===== config.mk =====
export PLATFORM = sky130hd
export DESIGN_NAME = lc3b_stage_pipe
export DESIGN_NICKNAME = d
export VERILOG_FILES = /design/src/rtl/lc3b_stage_pipe.sv
export SDC_FILE = /design/constraint.sdc
export NUM_CORES = 1
export LEC_CHECK = 0
export ABC_AREA = 1
export ABC_CLOCK_PERIOD_IN_PS = 2000
export CORE_MARGIN = 2
export CORE_UTILIZATION = 50
export CTS_CLUSTER_DIAMETER = 80
export DETAILED_ROUTE_END_ITERATION = 7
export GPL_ROUTABILITY_DRIVEN = 0
export PLACE_DENSITY = 0.75
export SETUP_SLACK_MARGIN = 0.1
export SYNTH_ARGS = -nofsm -noshare
export SYNTH_HDL_FRONTEND = slang
export SYNTH_SLANG_ARGS = --single-unit

===== constraint.sdc =====
create_clock -name clk -period 2 [get_ports clk]
set_input_delay 0.5 -clock clk [delete_from_list [all_inputs] [get_ports clk]]
set_output_delay 0.5 -clock clk [all_outputs]
set_load 0.02 [all_outputs]

===== src/rtl/lc3b_stage_pipe.sv =====
// lc3b_stage_pipe
// Parametrised LC-3b pipeline backbone between decode and writeback. A chain
// of STAGES registers carries control word, PC, IR and destination info.
// Stage 0 is youngest and stage STAGES-1 is oldest.
// Supported operations:
//   - per-stage stall, which propagates toward stage 0
//   - per-stage flush (squash)
//   - bubble insertion
//   - register-hazard query against every in-flight stage
//   - retire and bubble counters
//
// Ports:
//   clk, rst_n           clock, asynchronous active-low reset
//   in_valid/in_*        instruction from decode; in_ready high when stage 0 captures
//   stall, flush         per-stage hold request / squash
//   q_sr1, q_sr2         source registers to check; sr1_hit/sr2_hit per-stage match
//   stage_valid          registered valid bits of all stages
//   out_*                oldest-stage contents; out_valid already excludes flush
//   retire_cnt           instructions leaving the oldest stage (wraps)
//   bubble_cnt           empty slots leaving the oldest stage (wraps)
module lc3b_stage_pipe #(
  parameter int STAGES     = 4,
  parameter int CW_WIDTH   = 24,
  parameter int DATA_WIDTH = 16
) (
  input  logic                  clk,
  input  logic                  rst_n,
  input  logic                  in_valid,
  input  logic [CW_WIDTH-1:0]   in_ctrl,
  input  logic [DATA_WIDTH-1:0] in_pc,
  input  logic [DATA_WIDTH-1:0] in_ir,
  input  logic [2:0]            in_dest,
  input  logic                  in_ldreg,
  output logic                  in_ready,
  input  logic [STAGES-1:0]     stall,
  input  logic [STAGES-1:0]     flush,
  input  logic [2:0]            q_sr1,
  input  logic [2:0]            q_sr2,
  output logic [STAGES-1:0]     sr1_hit,
  output logic [STAGES-1:0]     sr2_hit,
  output logic [STAGES-1:0]     stage_valid,
  output logic                  out_valid,
  output logic [CW_WIDTH-1:0]   out_ctrl,
  output logic [DATA_WIDTH-1:0] out_pc,
  output logic [DATA_WIDTH-1:0] out_ir,
  output logic [2:0]            out_dest,
  output logic                  out_ldreg,
  output logic [15:0]           retire_cnt,
  output logic [15:0]           bubble_cnt
);

  logic [STAGES-1:0]     r_v;
  logic [STAGES-1:0]     r_ldreg;
  logic [CW_WIDTH-1:0]   r_ctrl [STAGES];
  logic [DATA_WIDTH-1:0] r_pc   [STAGES];
  logic [DATA_WIDTH-1:0] r_ir   [STAGES];
  logic [2:0]            r_dest [STAGES];
  logic [15:0]           r_retire_cnt;
  logic [15:0]           r_bubble_cnt;

  logic [STAGES-1:0]     w_hold;
  logic [STAGES-1:0]     w_ev;

  // A stage is held when it or any older stage stalls. Computed as an
  // OR-reduce of the stall bits at or above i, so no bit depends on another.
  always_comb begin
    w_hold = '0;
    for (int i = 0; i < STAGES; i++) begin
      w_hold[i] = |(stall >> i);
    end
  end

  assign w_ev     = r_v & ~flush;
  assign in_ready = ~w_hold[0];

  always_ff @(posedge clk or negedge rst_n) begin
    if (!rst_n) begin
      r_v     <= '0;
      r_ldreg <= '0;
      for (int i = 0; i < STAGES; i++) begin
        r_ctrl[i] <= '0;
        r_pc[i]   <= '0;
        r_ir[i]   <= '0;
        r_dest[i] <= '0;
      end
    end else begin
      if (!w_hold[0]) begin
        r_v[0]     <= in_valid;
        r_ctrl[0]  <= in_ctrl;
        r_pc[0]    <= in_pc;
        r_ir[0]    <= in_ir;
        r_dest[0]  <= in_dest;
        r_ldreg[0] <= in_ldreg;
      end else begin
        r_v[0] <= w_ev[0];
      end
      for (int i = 1; i < STAGES; i++) begin
        if (!w_hold[i]) begin
          // Payload moves regardless of validity; a held upstream stage
          // leaves a bubble here.
          r_v[i]     <= w_ev[i-1] & ~w_hold[i-1];
          r_ctrl[i]  <= r_ctrl[i-1];
          r_pc[i]    <= r_pc[i-1];
          r_ir[i]    <= r_ir[i-1];
          r_dest[i]  <= r_dest[i-1];
          r_ldreg[i] <= r_ldreg[i-1];
        end else begin
          r_v[i] <= w_ev[i];
        end
      end
    end
  end

  always_ff @(posedge clk or negedge rst_n) begin
    if (!rst_n) begin
      r_retire_cnt <= '0;
      r_bubble_cnt <= '0;
    end else if (!stall[STAGES-1]) begin
      if (w_ev[STAGES-1]) r_retire_cnt <= r_retire_cnt + 16'd1;
      else                r_bubble_cnt <= r_bubble_cnt + 16'd1;
    end
  end

  // Hazard match uses registered valid only, so there is no path from
  // flush/stall into the hit outputs.
  always_comb begin
    sr1_hit = '0;
    sr2_hit = '0;
    for (int i = 0; i < STAGES; i++) begin
      sr1_hit[i] = r_v[i] & r_ldreg[i] & (r_dest[i] == q_sr1);
      sr2_hit[i] = r_v[i] & r_ldreg[i] & (r_dest[i] == q_sr2);
    end
  end

  assign stage_valid = r_v;
  assign out_valid   = w_ev[STAGES-1];
  assign out_ctrl    = r_ctrl[STAGES-1];
  assign out_pc      = r_pc[STAGES-1];
  assign out_ir      = r_ir[STAGES-1];
  assign out_dest    = r_dest[STAGES-1];
  assign out_ldreg   = r_ldreg[STAGES-1];
  assign retire_cnt  = r_retire_cnt;
  assign bubble_cnt  = r_bubble_cnt;

endmodule


Yosys cells after proc, flatten, opt, wreduce, memory -nomap -nowiden
Index checks and enable logic that the tools add are counted.

word-level totals
  register bits = 276
  output and inout bits = 106

cells by class
  add/sub/neg operators = 2
  multiplexer cells = 4
  reductions and logical operators = 5
  bitwise logic cells = 22
  equal/unequal tests = 8

operators with widths
  kind                                            count
  adder 16 x 1 -> 16 bit (second input constant)  2
  == test 3 bit                                   8
  bitwise AND 1 bit                               15
  inverter 1 bit                                  5
  bitwise AND 4 bit                               1
  2-to-1 mux 1 bit                                4
  inverter 4 bit                                  1
  AND reduction 2 bit                             2
  OR reduction 4 bit                              1
  OR reduction 3 bit                              1
  OR reduction 2 bit                              1

Logic depth before layout (Yosys ltp)
  depth after elaboration = 4
  depth in mapped cells = 9
  gate-level depth less buffers = 9

Least setup slack after synthesis
OpenSTA, ideal clock, no wires.

  kind = register to output
  from = register r_v[0] (netlist: stage_valid[0])
  to = output sr1_hit[0]
  stages on the path, launching flop included = 5
  data required time = 1,500 ps
  buffers on the path = 0
  data arrival time = 1,375 ps
  path slack = 125 ps
  path through = dfrtp_1 > nand2_1 > inv_1 > o21ai_0 > nor4_1

on the way
  word-level cells in the longest chain between the ends = 2

ends and longest elaborated chain
  item                               RTL line  source
  from (decl)                        52        logic [STAGES-1:0] r_v;
  from (signal assigned)             88        r_v[0] <= in_valid;
  from (signal assigned)             95        r_v[0] <= w_ev[0];
  from (signal, indexed assignment)  101       r_v[i] <= w_ev[i-1] & ~w_hold[i-1];
  bitwise AND 1 bit (2 in a row)     130       sr1_hit[i] = r_v[i] & r_ldreg[i] & (r_dest[i] == q_sr1);
  to (decl)                          39        output logic [STAGES-1:0] sr1_hit,

No other way between the ends.

Final worst setup path
Ends and elaborated chain as after synthesis.

==> reports/metrics.cfg <==
[outcome]
violations=setup timing
status=finished with violations

[setup_path]
worstSetupEndpointType=output port
cp_cell_sequence=nand2_1, inv_2, o21ai_1, nor4_2, buf_4
cpPeakStageDelay_ns=0.37
cp_data_required_time_ns=1.50
start_kind=flip-flop
worstPathMaxFanout=2
r2r-end=bubble_cnt[15]
crit-reg2reg-launch=stage_valid[3]
rr_worst_depth=9
r2r_slack_ns=0.51
crit_arrival_ns=1.62
critPathCapture=sr1_hit[0]
crit_start=stage_valid[0]
cp_slowest_cell=dfrtp_1
crit_type=reg -> out

[synth]
ys_seq_area_share_pct=60.2
syn_inst=1227
synth_nets=1306
avgSynthCellArea_sq_um=9.36
synth.ff_latch_count=276
syn_area_sq_mm=0.0115
ys_warn_count=0
synth.distinct_cells=25

[global_route]
grt_pass1_vias=8407
grt_start_max_net_pins=66
antenna_found_initial=1
grt_pass1_wl_um=41600
grt_usage_pct=21.0
grt_overflow=0

[route]
wl_per_cell_um=14.6
drt_pre_antenna_iters=5
met1_length_um=10700
via_per_inst=4.96
routed-wl-met2_um=12200
num_vias=8392
wl_met3_um=1220
drt_iter0_drc=597
totalWireLength_um=24700
drc=0
topRoutingLayerUsed=met5
antenna_left=0

[placement]
place_ws_ns=-0.755
io_buffers=182
dp_hpwl_um=16800
placed_cell_area_sq_mm=0.0134

[timing]
finalCritPeriodShare_pct=106
finalCriticalPeriod_ns=2.12
rsz0062_at_grt=yes
finalClockSkew_ns=0.00964
max_slew_margin_pct=58.0
setup_ws_ns=-0.115
clock.fmax_mhz=473
finalHoldViolCount=0
drv_slew=0
worst_slew_pin_slew_ns=0.630
setup_viol=8

[worst_hold_path]
hold_path.class=in -> reg

[flow_run]
drv_cap=0

[clocking]
cts_made_buffers=29
cts.sinks=276
clk_pin_slew_ns=0.06
cts_max_level=1
clk_latency_ns=0.53
clockRootBuffer=clkbuf_16
cts_tree=done
clock_path_buffers=3

[pwr]
p_total_mw=15.1
p_per_area_mw_per_mm2=1060
ir_worst_vdd_v=0.000585
leakagePower_nw=7.06

[layout]
fill_cells=1901
drive_gt1_share_pct=11.7
fin_util_pct=63.5
fin_area_sq_mm=0.0143
nets=1467
insertedDiodeCount=0
area_growth_pct=24.8

[die]
boundaryPins=183
dieWidth_um=156
rows=55
die_h_um=156
coreArea_sq_mm=0.0226
fp.dieArea_sq_mm=0.0242
start_util_pct=50.9

-- repair_timing --
item | in CTS | in global routing
endpoints found under the hold margin | 39 | 0
buffers inserted | 7 | 4
hold buffers | 1 | 0
resized for setup | 174 | 19
endpoints found under the setup margin | 106 | 33
pin swaps | 13 | 6
-- metal layers --
metal / vias to the layer above / global-route usage (%)
met5: - / 0
met3: 49 / 3.61
met1: 4016 / 27.7
li1: 4114 / -
met2: 211 / 36.1
met4: 2 / 6.20
-- power by group --
group	total, mW	switching (mW)	internal (mW)	leakage (nW)
logic	2.81	1.66	1.15	3.12
clock network	5.05	2.07	2.98	0.456
registers	7.27	0.578	6.70	3.48
-- cell families after synthesis --
family | Yosys count | synth area share, %
xor+xnor | 36 | 2.75
simple gates | 397 | 13.8
buf+inv | 266 | 11.4
flops | 276 | 60.2
fa+ha+maj | 2 | 0.218
compound gates | 250 | 11.7
-- critical path, delay by kind of cell (launching register included) --
kind | cells | cell delay [ns]
AO/OA/AOI/OAI | 1 | 0.08
buffers and inverters | 2 | 0.27
flip-flops | 1 | 0.37
AND/OR/NAND/NOR | 2 | 0.37
-- sequential cells by signal, indices dropped and copies added, names as in the netlist --
name         count
out_ir          16
r_dest           9
r_ctrl          72
out_pc          16
r_ldreg          4
out_ctrl        24
r_pc            48
retire_cnt      16
stage_valid      4
bubble_cnt      16
r_ir            48
out_dest         3
-- synth_stat cells, drive strengths merged --
cell	instances	area share, %
nand4	9	0.49
dfrtp	276	60
nand2	318	10
o22ai	4	0.22
nand3	21	0.92
nor4	8	0.44
nor2	29	0.95
xnor2	15	1.1
nor3	7	0.31
clkbuf	22	0.72
ha	2	0.22
nand3b	2	0.13
or2	3	0.16
o21ai	246	11
xor2	21	1.6
inv	154	5.0
buf	90	5.7
-- how the worst min path moves through the flow --
stage / from / to / slack (ns) / cells past startpoint
after floorplan: rst_n / bubble_cnt[0] / 0.20 / 0
after global placement: rst_n / out_pc[4] / 0.46 / 1
after detailed placement: rst_n / r_pc[39] / 0.46 / 1
after CTS: stall[3] / stage_valid[3] / 0.41 / 4
after global routing: stall[3] / stage_valid[3] / 0.43 / 4
final: stall[3] / stage_valid[3] / 0.43 / 4
-- metrics by stage --
stage                     hold slack (ns)  setup TNS, ns  cells
after global placement              0.457         -29.62   1631
after global routing                0.428          -1.43   1693
after CTS                           0.411         -0.939   1690
after floorplan                     0.204              0   1227
after detailed placement            0.458         -32.37   1631
final                               0.431         -0.695   1693
-- placed cells by master, fill, tap and decap left out, drive strengths merged, types with 3 or more instances in the layout --
| master | netlist | layout |
|---|---|---|
| nor3 | 7 | 7 |
| buf | 90 | 71 |
| nand3 | 21 | 21 |
| nand4 | 9 | 9 |
| o22ai | 4 | 4 |
| clkinv | 0 | 9 |
| o21ai | 246 | 246 |
| dfrtp | 276 | 276 |
| nor2 | 29 | 29 |
| clkdlybuf4s50 | 0 | 65 |
| clkdlybuf4s15 | 0 | 4 |
| dlygate4sd2 | 0 | 97 |
| nand2 | 318 | 318 |
| nor4 | 8 | 8 |
| clkbuf | 22 | 45 |
| xnor2 | 15 | 15 |
| inv | 154 | 152 |
| or2 | 3 | 3 |
| xor2 | 21 | 21 |
-- final cells by class --
type                    instances  area [sq um]  area share (%)
inverters                     154           588            4.10
repair buffers                242          2250            15.7
clock buffers                  43           868            6.06
flip-flops and latches        276          6910            48.2
multi-input cells             685          3310            23.1
well taps                     285           357            2.49
clock inverters                 8          42.5           0.297
Note: power is estimated with default switching activity, not from simulation.
